[src/rtl/demux_b_pkg.sv]
// Shared widths and types for the B-side 1-to-4 distributor.
// Statistics counters are enabled by defining DEMUX_B_STATS_EN.
package demux_b_pkg;

  localparam int DEMUX_B_WIDTH    = 32;
  localparam int DEMUX_B_NUM_DEST = 4;
  localparam int DEMUX_B_CNT_W    = 16;

  typedef logic [1:0]               demux_b_sel_t;
  typedef logic [DEMUX_B_WIDTH-1:0] demux_b_word_t;

endpackage

[src/rtl/demux_b_slot.sv]
// One holding slot: a data register plus a valid flag.
// A load has priority over an ack, so a slot can stream one word per cycle.
module demux_b_slot
  import demux_b_pkg::*;
#(
  parameter int WIDTH = DEMUX_B_WIDTH
) (
  input  logic             Clk,
  input  logic             Reset,
  input  logic             i_load,
  input  logic             i_ack,
  input  logic [WIDTH-1:0] i_load_data,
  output logic [WIDTH-1:0] o_data,
  output logic             o_valid
);

  logic [WIDTH-1:0] r_data;
  logic             r_valid;

  // NOTE: sequential state uses non-blocking assignments so every register
  // samples the pre-edge values of its inputs, independent of block order.
  always_ff @(posedge Clk or posedge Reset) begin
    if (Reset) begin
      r_data  <= '0;
      r_valid <= 1'b0;
    end else if (i_load) begin
      r_data  <= i_load_data;
      r_valid <= 1'b1;
    end else if (i_ack) begin
      // Ack on an empty slot leaves r_valid at 0; data is never cleared here.
      r_valid <= 1'b0;
    end
  end

  assign o_data  = r_data;
  assign o_valid = r_valid;

endmodule

[src/rtl/demux_b.sv]
// Registered 1-to-4 distributor with per-slot valid/ack handshake.
// Optional Accept_Count/Stall_Count ports exist only with DEMUX_B_STATS_EN.
module demux_b
  import demux_b_pkg::*;
#(
  parameter int WIDTH = DEMUX_B_WIDTH
) (
  input  logic             Clk,
  input  logic             Reset,
  input  logic             In_Valid,
  output logic             In_Ready,
  input  logic [WIDTH-1:0] In_Data,
  input  logic [1:0]       S_B,
  output logic [WIDTH-1:0] Out_D0,
  output logic [WIDTH-1:0] Out_D1,
  output logic [WIDTH-1:0] Out_D2,
  output logic [WIDTH-1:0] Out_D3,
  output logic [3:0]       Out_Valid,
  input  logic [3:0]       Out_Ack
`ifdef DEMUX_B_STATS_EN
  ,
  output logic [15:0]      Accept_Count,
  output logic [15:0]      Stall_Count
`endif
);

  demux_b_sel_t                       w_sel;
  logic                               w_accept;
  logic [DEMUX_B_NUM_DEST-1:0]        w_load;
  logic [DEMUX_B_NUM_DEST-1:0]        w_valid;
  logic [WIDTH-1:0]                   w_data [DEMUX_B_NUM_DEST];

  assign w_sel = S_B;

  // Ack-to-Ready is combinational on purpose: a full slot being drained this
  // cycle can take the next word on the same edge.
  assign In_Ready = !w_valid[w_sel] || Out_Ack[w_sel];
  assign w_accept = In_Valid && In_Ready;

  // NOTE: every signal written in always_comb gets a default first, so no
  // path through the block leaves it unassigned and infers a latch.
  always_comb begin
    w_load = '0;
    if (w_accept) w_load[w_sel] = 1'b1;
  end

  for (genvar g = 0; g < DEMUX_B_NUM_DEST; g++) begin : g_slot
    demux_b_slot #(.WIDTH(WIDTH)) u_slot (
      .Clk         (Clk),
      .Reset       (Reset),
      .i_load      (w_load[g]),
      .i_ack       (Out_Ack[g]),
      .i_load_data (In_Data),
      .o_data      (w_data[g]),
      .o_valid     (w_valid[g])
    );
  end

  assign Out_D0    = w_data[0];
  assign Out_D1    = w_data[1];
  assign Out_D2    = w_data[2];
  assign Out_D3    = w_data[3];
  assign Out_Valid = w_valid;

`ifdef DEMUX_B_STATS_EN
  logic [DEMUX_B_CNT_W-1:0] r_accept_count;
  logic [DEMUX_B_CNT_W-1:0] r_stall_count;

  // Both counters wrap naturally at their width.
  always_ff @(posedge Clk or posedge Reset) begin
    if (Reset) begin
      r_accept_count <= '0;
      r_stall_count  <= '0;
    end else begin
      if (w_accept)              r_accept_count <= r_accept_count + DEMUX_B_CNT_W'(1);
      if (In_Valid && !In_Ready) r_stall_count  <= r_stall_count + DEMUX_B_CNT_W'(1);
    end
  end

  assign Accept_Count = r_accept_count;
  assign Stall_Count  = r_stall_count;
`endif

endmodule

[config.mk]
export PLATFORM = sky130hd
export DESIGN_NAME = demux_b
export DESIGN_NICKNAME = d
export VERILOG_FILES = /design/src/rtl/demux_b_pkg.sv /design/src/rtl/demux_b_slot.sv /design/src/rtl/demux_b.sv
export SDC_FILE = /design/constraint.sdc
export NUM_CORES = 1
export LEC_CHECK = 0
export CELL_PAD_IN_SITES_DETAIL_PLACEMENT = 1
export CELL_PAD_IN_SITES_GLOBAL_PLACEMENT = 1
export CORE_ASPECT_RATIO = 0.8
export CORE_MARGIN = 4
export CORE_UTILIZATION = 42
export DETAILED_ROUTE_END_ITERATION = 10
export PLACE_DENSITY = 0.91
export RECOVER_POWER = 25
export SLEW_MARGIN = 40
export SYNTH_ARGS = -nofsm -noshare
export SYNTH_HDL_FRONTEND = slang
export SYNTH_HIERARCHICAL = 1
export SYNTH_SLANG_ARGS = --single-unit
export TNS_END_PERCENT = 100
[constraint.sdc]
create_clock -name Clk -period 3.21 [get_ports Clk]
set_input_delay 0.321 -clock Clk [delete_from_list [all_inputs] [get_ports Clk]]
set_output_delay 0.321 -clock Clk [all_outputs]
set_load 0.05 [all_outputs]
After elaboration in Yosys (flattened, before gate mapping)
Index checks and enable logic that the tools add are counted.

word-level totals
  flip-flop bits (word level) = 132
  bits of input ports = 41
  output and inout bits = 133
  word-level logic and storage cells = 33

operators by class
  magnitude comparators = 2
  multiplexer cells = 15
  reductions and logical operators = 8

operator list
  cell                  number
  $mux W1               11
  $reduce_bool A2 Y1    4
  $bmux W1 S2           2
  $mux W4               1
  $lt A2 B3 Y1 const B  1
  $demux W1 S2          1
  $ge A2 B1 Y1 const B  1
  $logic_and A1 B1 Y1   2
  $logic_not A1 Y1      1
  $logic_or A1 B1 Y1    1

Depth between registers and ports, before layout
Gate-level depths: netlist of run 1.

  depth in word-level cells = 7
  depth in mapped cells = 5
  mapped depth without buffers = 3

By module
Netlist of run 1, hierarchy kept.

by module, submodules not included
  module        instances  cells an instance  area each (um^2)  seq. area each (um^2)
  demux_b_slot  4          72                 1,381.3           825.8
  demux_b       1          9                  101.3             0.0

Least setup slack after synthesis of run 1
OpenSTA, ideal clock, no wires.

  kind = reg2reg
  start = register g_slot[0].u_slot.r_valid
  end = register g_slot[0].u_slot.r_data[0]
  setup time = 125 ps
  data arrival time = 1,585 ps
  required time = 3,085 ps
  slack = 1,500 ps
  stages on the path, launching flop included = 6
  buffers on the path = 2
  clock period less this slack = 1,710 ps
  path through = dfrtp_1 nand2b_1 nor4bb_1 buf_6 buf_12 mux2_4

on the way
  cells in the longest elaborated chain, start to end = 6

ends and longest elaborated chain
  element                        line                text
  start, declared                demux_b_slot.sv:18  logic r_valid;
  start signal, assigned         demux_b_slot.sv:25  r_valid <= 1'b0;
  start signal, assigned         demux_b_slot.sv:28  r_valid <= 1'b1;
  start signal, assigned         demux_b_slot.sv:31  r_valid <= 1'b0;
  $bmux W1 S2                    demux_b.sv:37       assign In_Ready = !w_valid[w_sel] || Out_Ack[w_sel];
  $mux W1 (not written as such)  demux_b.sv:37
  $logic_not A1 Y1               demux_b.sv:37
  $logic_or A1 B1 Y1             demux_b.sv:37
  $logic_and A1 B1 Y1            demux_b.sv:38       assign w_accept = In_Valid && In_Ready;
  $mux W4                        demux_b.sv:44       if (w_accept) w_load[w_sel] = 1'b1;
  named net w_load[0]            demux_b.sv:29       logic [DEMUX_B_NUM_DEST-1:0] w_load;
  end signal, assigned           demux_b_slot.sv:27  r_data <= i_load_data;
  end, declared                  demux_b_slot.sv:17  logic [WIDTH-1:0] r_data;

The timed path passes the listed nets, and every way through them passes these cells. The select of a mux whose other input is x is not followed.
A chain may end at the register's enable or synchronous reset.

Worst setup path after layout of run 1
  start = input port S_B[0]
  end = output port In_Ready

on the way
  cells in the longest elaborated chain, start to end = 4
  elaborated cells on any way between the ends = 6
  classes of those cells = mux: 4; reduce/logical: 2

ends and longest elaborated chain
  element                        line           text
  start, declared                demux_b.sv:13  input logic [1:0] S_B,
  $bmux W1 S2                    demux_b.sv:37
  $mux W1 (not written as such)  demux_b.sv:37
  $logic_not A1 Y1               demux_b.sv:37
  $logic_or A1 B1 Y1 (*)         demux_b.sv:37
  end, declared                  demux_b.sv:11  output logic In_Ready,

Mark *: on every way between the ends. The rest lies on a longest branch, timed or not. The select of a mux whose other input is x is not followed.

==> results of run 1 <==
## metal layers
| layer | global-route usage [%] | up-vias | routed length, um |
|---|---|---|---|
| met2 | 35.3 | 106 | 7830 |
| met1 | 27.8 | 1723 | 6860 |
| met3 | 5.33 | 18 | 781 |
| met5 | 0 | - | 0 |
| met4 | 6.98 | 0 | 261 |
| li1 | - | 1408 | - |
## cell usage in the layout (no fill, tap or decap), drive strengths merged
cell	count
dfrtp	132
mux4	1
clkdlybuf4s50	172
a21o	4
and4b	2
clkinvlp	2
and4	1
mux2	128
nand2b	4
buf	9
clkbuf	22
inv	9
bufinv	5
nor4bb	1
dlygate4sd3	1
clkinv	4
## power by group
part	internal, mW	switching (mW)	leakage (nW)
sequential	2.01	0.247	1.57
clock	1.42	0.730	0.317
combinational	1.05	1.63	1.72
## sequential cells by signal, indices dropped and copies added, names as in the netlist
signal	count
g_slot.u_slot/o_data	128
g_slot.u_slot/o_valid	4
## kinds of logic after synthesis
kind of cell,after synthesis,share of synthesized area (%)
and+or+nand+nor,8,1.40
AOI/OAI and AO/OA,4,0.534
DFF,132,58.7
muxes,129,33.8
buffers and inverters,24,5.60
## worst max-delay path, stage by stage
cell and delay [ns]:
clkdlybuf4s50_1 0.61, mux4_2 0.56, clkdlybuf4s50_1 0.73
## how the worst max path moves through the flow
stage,start,to
finish,S_B[0],In_Ready
global route,S_B[0],In_Ready
CTS,S_B[0],In_Ready
detailed placement,S_B[0],In_Ready
global placement,S_B[0],In_Ready
floorplan,g_slot[0].u_slot/o_valid,g_slot[0].u_slot/o_data[0]
## cell type report
class	instances	share of cell area [%]
clock buffers	20	5.68
clock inverters	12	2.50
inverters	8	0.373
multi-input cells	141	25.2
flip-flops and latches	132	41.1
well taps	175	2.72
repair buffers	184	22.5
==> flow_summary.ini, run 1 <==
[placement]
hpwl_um = 11100
place_congestion = 0.779
dp_worst_setup_slack_ns = 0.646
portBuffers = 173
placed_area_um2 = 7390
dpl.cell_count = 640

[worst_hold_path]
hold_end = g_slot[0].u_slot/o_data[2]
hold_class = flip-flop to flip-flop
holdCritStartpoint = g_slot[0].u_slot/o_data[2]
min_path_cells = 1

[worst_setup_path]
crit_type = input port to primary output
crit_path_end_kind = primary output
start_kind = input port
r2r-start = g_slot[1].u_slot/o_valid
crit_arrival_ns = 2.22
required_ns = 2.89
reg2reg_depth = 4
rrSetupSlack_ns = 1.22
r2r_end = g_slot[1].u_slot/o_data[20]
worstPathMaxFanout = 5

[clock_network]
cts_max_level = 4
clockRootBuffer = clkbuf_16
cts.sinks = 132
post-cts-setup-buffers = 0
clk_pin_slew_ns = 0.06
numCtsBuffers = 17
cts_tree = built
cts_resized = 0
clock_latency_ns = 0.41
clk_path_buf_depth = 2
holdBufCountCts = 0

[layout]
multi_input_area_um2 = 2030
final_util_pct = 61.8
fin_area_um2 = 8040
num_antenna_cells = 0
final_nets = 525
seq_area_um2 = 3300
stdcell_count = 672
drive_gt1_share_pct = 35.2
fillers = 1156
area_growth_pct = 43.0

[floorplanning]
core_area_um2 = 13000
dieArea_um2 = 15300
ios = 174
fp.dieW_um = 137
rows = 37
initial_core_util_pct = 43.3
die_height_um = 112

[routing]
dr.pass1.iters = 3
vias = 3255
first_iter_violations = 127
routedWlPerCell_um = 23.4
ant_nets = 0
viasPerCell = 4.84
routed_wl_um = 15700
drc = 0

[logic_synthesis]
synth-edff-count = 0
ys.flop_type = dfrtp_1
yosysMostFrequentCell = dfrtp_1
netlist_area_um2 = 5630
syn-instance-count = 297
seq_area_frac_synth_pct = 58.7
synthTopCellsByArea = dfrtp_1 59%, mux2_4 31%, buf_12 4.3%
ys_seq_elements = 132
async_reset_ff_share_pct = 100
synth_cell_types = 13
synth_top_area_cell = dfrtp_1
synth_top_area_share_pct = 58.7
postSynthAreaPerCell_um2 = 18.9
synthesis.nets = 338
yosys_warnings = 6
synthTopCellsByCount = 132 x dfrtp_1, 116 x mux2_4, 12 x buf_12, 12 x mux2_2, 8 x inv_1

[sta]
rsz0062_at_grt = false
skew_ns = 0.00622
relSlewSlack_pct = 19.9
tightest_slew_ns = 1.20
finalSetupTns_ns = 0
setup_violations = 0
fin_crit_ns = 2.54
finalWorstSetupSlack_ns = 0.665
drv_slew = 0
worst_hold_slack_ns = 0.509
hold_viol = 0
fmax_mhz = 393
fin_crit_sh_pct = 79.3

[global_routing]
antenna_found_initial = 0
grt_pass1_vias = 3898
track_usage_pct = 21.5
grt_overflow_total = 0
grt_pass1_wl_um = 24300
grt_start_max_net_pins = 34

[flow_run]
cap_violations = 0

[power_and_ir_drop]
report.power.total_mw = 7.10
pwr_density_cell_nw_per_um2 = 883
vdd_drop_max_v = 0.000405
leakage_nw = 3.60

[status]
status = completed
Power figures use the tool's default switching activity.
==> run 2: changes to the inputs <==
--- a/config.mk
+++ b/config.mk
@@ -9,9 +9,9 @@
 export CELL_PAD_IN_SITES_GLOBAL_PLACEMENT = 1
 export CORE_ASPECT_RATIO = 0.8
 export CORE_MARGIN = 4
-export CORE_UTILIZATION = 42
+export CORE_UTILIZATION = 35
 export DETAILED_ROUTE_END_ITERATION = 10
-export PLACE_DENSITY = 0.91
+export PLACE_DENSITY = 0.81
 export RECOVER_POWER = 25
 export SLEW_MARGIN = 40
 export SYNTH_ARGS = -nofsm -noshare
==> constraint.sdc (replaced) <==
create_clock -name Clk -period 2.05 [get_ports Clk]
set_input_delay 0.205 -clock Clk [delete_from_list [all_inputs] [get_ports Clk]]
set_output_delay 0.205 -clock Clk [all_outputs]
set_load 0.05 [all_outputs]
==> run 2 against run 1 <==
Effect of this change:
- non-clock buffer count rose by 2
- final cell count rose by 6.3%
- clock-buffer cell count did not move
- critical path depth fell by 2
- first-iteration DRC count fell by 10%
- routed wire length fell by 4.1%
- register-to-register slack got worse by 0.79 ns
- hold slack got worse by 0.25 ns
- clock skew barely moved
- power rose by 55%
- critical path type is now flip-flop to primary output
- critical endpoint is now Out_Valid[3]
- highest routed layer unchanged
==> flow_summary.ini, run 2 (synthesized netlist as in run 1, its figures left out) <==
[status]
status = completed

[flow_run]
cap_violations = 0

[floorplanning]
core_area_um2 = 15700
fp.dieW_um = 150
die_height_um = 121
dieArea_um2 = 18200
ios = 174
rows = 41
initial_core_util_pct = 35.7

[worst_setup_path]
startpoint = g_slot[3].u_slot/o_valid
r2r_end = g_slot[0].u_slot/o_data[11]
crit_chain = clkdlybuf4s50_1
crit_type = flip-flop to primary output
start_kind = flip-flop
path_depth = 1
reg2reg_depth = 4
slowest_delay_ns = 0.84
cp.buffers_inverters = 1
required_ns = 1.85
r2r-start = g_slot[0].u_slot/o_valid
rrSetupSlack_ns = 0.43
crit_arrival_ns = 1.67
endpoint = Out_Valid[3]
crit_family = buffers and inverters
worstPathMaxFanout = 3
slowest_stage = clkdlybuf4s50_1
crit_path_end_kind = primary output

[power_and_ir_drop]
seqPwrFrac_pct = 32.1
leakage_nw = 3.62
switchingPower_mw = 4.07
vdd_drop_max_v = 0.000517
pwr_density_cell_nw_per_um2 = 1340
p_comb_share_pct = 38.3
p_clk_share_pct = 29.6
swShare_pct = 37.0
p_int_mw = 6.92

[sta]
rsz0062_at_grt = false
drv_slew = 0
fin_crit_sh_pct = 91.4
fmax_mhz = 534
finalSetupTns_ns = 0
skew_ns = 0.00656
hold_viol = 0
relSlewSlack_pct = 37.9
setup_violations = 0
tightest_slew_ns = 0.931
fin_crit_ns = 1.87

[layout]
final_nets = 527
final_common_cell = clkdlybuf4s50_1
area_growth_pct = 45.6
final_cell_mix = 171 x clkdlybuf4s50_1, 132 x dfrtp_1, 116 x mux2_4, 17 x clkbuf_16, 12 x mux2_2
fillers = 1500
final_util_pct = 52.0
drive_gt1_share_pct = 35.9
num_antenna_cells = 0
largest_register_ffs = 128

[clock_network]
post-cts-setup-buffers = 0
clockRootBuffer = clkbuf_16
cts_tree = built
cts_max_level = 4
clock_latency_ns = 0.42
cts.sinks = 132
numCtsBuffers = 17
cts_resized = 0
clk_path_buf_depth = 2
holdBufCountCts = 0
clk_pin_slew_ns = 0.06

[routing]
routed_wl_um = 15100
routedWlPerCell_um = 21.1
dr.pass1.iters = 4
first_iter_violations = 114
viasPerCell = 4.60
vias = 3282
drc = 0
ant_nets = 0

[global_routing]
track_usage_pct = 17.2
grt_start_max_net_pins = 34
grt_overflow_total = 0
antenna_found_initial = 0
grt_pass1_wl_um = 23500
grt_pass1_vias = 3812

[worst_hold_path]
hold_class = input port to async pin

[placement]
portBuffers = 173
place_congestion = 0.739
hpwl_um = 10900
## run 2: power groups by stage
stage	combinational, mW	sequential (mW)	clock, mW
finish	4.21	3.53	3.25
global route	4.34	3.59	3.47
CTS	4.26	3.53	3.33
detailed placement	4.25	3.55	0
global placement	4.18	3.53	0
floorplan	0.916	5.38	0
## run 2: per-layer routing
metal | GRT usage, % | part of all wire, %
met4 | 6.00 | 1.4
met2 | 27.9 | 49
met3 | 5.23 | 5.5
met5 | 0 | 0
met1 | 22.1 | 44
## run 2: per-stage QoR
stage               cell area [um2]  power (mW)  hold WS, ns  std cells  setup slack [ns]
floorplan                      5630        6.30        0.334        297             0.340
global placement               7590        7.71        0.492        682             0.136
detailed placement             7590        7.80        0.493        682            0.0822
CTS                            8230        11.1        0.144        714             0.142
global route                   8190        11.4        0.287        714             0.117
finish                         8190        11.0        0.263        714             0.177
## run 2: final cells by class
type                    instances  area (um2)  area share (%)
repair buffers                186        1930            23.6
clock inverters                12         176            2.15
flip-flops and latches        132        3300            40.3
well taps                     215         269            3.28
multi-input cells             141        2030            24.7
clock buffers                  20         457            5.57
inverters                       8        30.0           0.367
## run 2: worst min path at each step
| stage | start | endpoint | slack (ns) | cells after the start |
|---|---|---|---|---|
| after CTS | Reset | g_slot[2].u_slot/o_data[30] | 0.14 | 2 |
| final | Reset | g_slot[2].u_slot/o_data[30] | 0.26 | 2 |
| after global placement | g_slot[2].u_slot/o_data[9] | g_slot[2].u_slot/o_data[9] | 0.49 | 1 |
| after detailed placement | g_slot[1].u_slot/o_data[15] | g_slot[1].u_slot/o_data[15] | 0.49 | 1 |
| after global routing | Reset | g_slot[2].u_slot/o_data[30] | 0.29 | 2 |
| after floorplan | Reset | g_slot[0].u_slot/o_data[0] | 0.33 | 1 |
==> run 3: changes to the inputs <==
--- a/config.mk
+++ b/config.mk
@@ -10,6 +10,7 @@
 export CORE_ASPECT_RATIO = 0.8
 export CORE_MARGIN = 4
 export CORE_UTILIZATION = 35
+export CTS_CLUSTER_DIAMETER = 120
 export DETAILED_ROUTE_END_ITERATION = 10
 export PLACE_DENSITY = 0.81
 export RECOVER_POWER = 25
==> constraint.sdc (replaced) <==
create_clock -name Clk -period 2.05 [get_ports Clk]
set_input_delay 0.3075 -clock Clk [delete_from_list [all_inputs] [get_ports Clk]]
set_output_delay 0.3075 -clock Clk [all_outputs]
set_load 0.05 [all_outputs]
==> run 3 against run 2 <==
Effect of this change:
- via count rose by 0.27%
- flip-flop and latch count did not move
- hold slack improved by 0.15 ns
- combinational power barely moved
- final area rose by 0.40%
- critical path type is now input port to primary output
- highest routed layer unchanged
==> flow_summary.ini, run 3 (synthesized netlist as in run 1, its figures left out) <==
[routing]
vias = 3291
dr.pass1.iters = 4
viasPerCell = 4.60
ant_nets = 0
first_iter_violations = 81
routedWlPerCell_um = 21.0
routed_wl_um = 15000
drc = 0

[layout]
final_nets = 529
drive_gt1_share_pct = 35.9
largest_register_ffs = 128
fillers = 1481
fin_area_um2 = 8230
stdcell_count = 716
final_cell_mix = 171 x clkdlybuf4s50_1, 132 x dfrtp_1, 116 x mux2_4, 17 x clkbuf_16, 12 x mux2_2
final_common_cell = clkdlybuf4s50_1
final_util_pct = 52.2
area_growth_pct = 46.2
num_antenna_cells = 0

[power_and_ir_drop]
p_comb_share_pct = 37.8
switchingPower_mw = 4.04
seqPwrFrac_pct = 31.5
p_int_mw = 7.10
vdd_drop_max_v = 0.000724
leakage_nw = 3.65
report.power.total_mw = 11.1
p_clk_share_pct = 30.6
pwr_density_cell_nw_per_um2 = 1350
swShare_pct = 36.3

[status]
status = completed

[worst_setup_path]
path_depth = 3
crit_arrival_ns = 1.67
required_ns = 1.74
crit_family = buffers and inverters
crit_path_end_kind = primary output
slowest_stage = clkdlybuf4s50_1
start_kind = input port
worstPathMaxFanout = 5
cp.buffers_inverters = 2
slowest_delay_ns = 0.62
reg2reg_depth = 4
crit_type = input port to primary output
crit_chain = clkdlybuf4s50_1 > mux4_2 > buf_4

[clock_network]
clk_path_buf_depth = 2
post-cts-setup-buffers = 0
clockRootBuffer = clkbuf_16
cts_max_level = 4
cts_tree = built
clk_pin_slew_ns = 0.06
cts.sinks = 132
cts_resized = 0
numCtsBuffers = 17
clock_latency_ns = 0.41
holdBufCountCts = 0

[placement]
hpwl_um = 10700
portBuffers = 173
dpl.cell_count = 684
place_congestion = 0.716
dp_worst_setup_slack_ns = 0.0195
placed_area_um2 = 7600

[flow_run]
cap_violations = 0

[global_routing]
grt_start_max_net_pins = 23
grt_overflow_total = 0
grt_pass1_wl_um = 23300
antenna_found_initial = 0
grt_pass1_vias = 3712
track_usage_pct = 17.0

[floorplanning]
initial_core_util_pct = 35.7
die_height_um = 121
fp.dieW_um = 150
core_area_um2 = 15700
rows = 41
dieArea_um2 = 18200
ios = 174

[sta]
hold_viol = 0
drv_slew = 0
fin_crit_ns = 1.98
finalSetupTns_ns = 0
finalWorstSetupSlack_ns = 0.0723
tightest_slew_ns = 0.859
rsz0062_at_grt = false
relSlewSlack_pct = 42.7
worst_hold_slack_ns = 0.413
fin_crit_sh_pct = 96.5
skew_ns = 0.00662
setup_violations = 0
fmax_mhz = 506

[worst_hold_path]
hold_class = input port to async pin
[run 3: routing by layer]
metal | global-route usage, % | routed length, um | vias up
li1 | - | - | 1424
met1 | 22.1 | 6610 | 1756
met2 | 27.9 | 7420 | 100
met3 | 4.89 | 837 | 11
met4 | 5.03 | 154 | 0
met5 | 0 | 0 | -
[run 3: final cells by class]
class / instances / area [um2] / share of cell area (%)
Tap cell: 215 / 269 / 3.27
Clock buffer: 19 / 433 / 5.26
Sequential cell: 132 / 3300 / 40.2
Clock inverter: 13 / 230 / 2.80
Timing Repair Buffer: 188 / 1930 / 23.5
Inverter: 8 / 30.0 / 0.365
Multi-Input combinational cell: 141 / 2030 / 24.6
[run 3: final timing paths]
path	startpoint	to	slack [ns]
setup / recovery	S_B[0]	In_Ready	0.07
hold / removal	Reset	g_slot[3].u_slot/o_data[14]	0.41
setup reg to reg	g_slot[0].u_slot/o_valid	g_slot[0].u_slot/o_data[10]	0.48
hold reg to reg	g_slot[0].u_slot/o_valid	g_slot[0].u_slot/o_valid	0.51
max in group asynchronous	Reset	g_slot[3].u_slot/o_data[7]	0.59
min in group Clk	g_slot[0].u_slot/o_valid	g_slot[0].u_slot/o_valid	0.51
[run 3: power by group through the flow]
stage | Clock [mW] | Sequential, mW | Combinational, mW
final | 3.42 | 3.52 | 4.21
after global routing | 3.62 | 3.58 | 4.35
after CTS | 3.50 | 3.52 | 4.26
after detailed placement | 0 | 3.54 | 4.25
after global placement | 0 | 3.53 | 4.18
after floorplan | 0 | 5.38 | 0.916
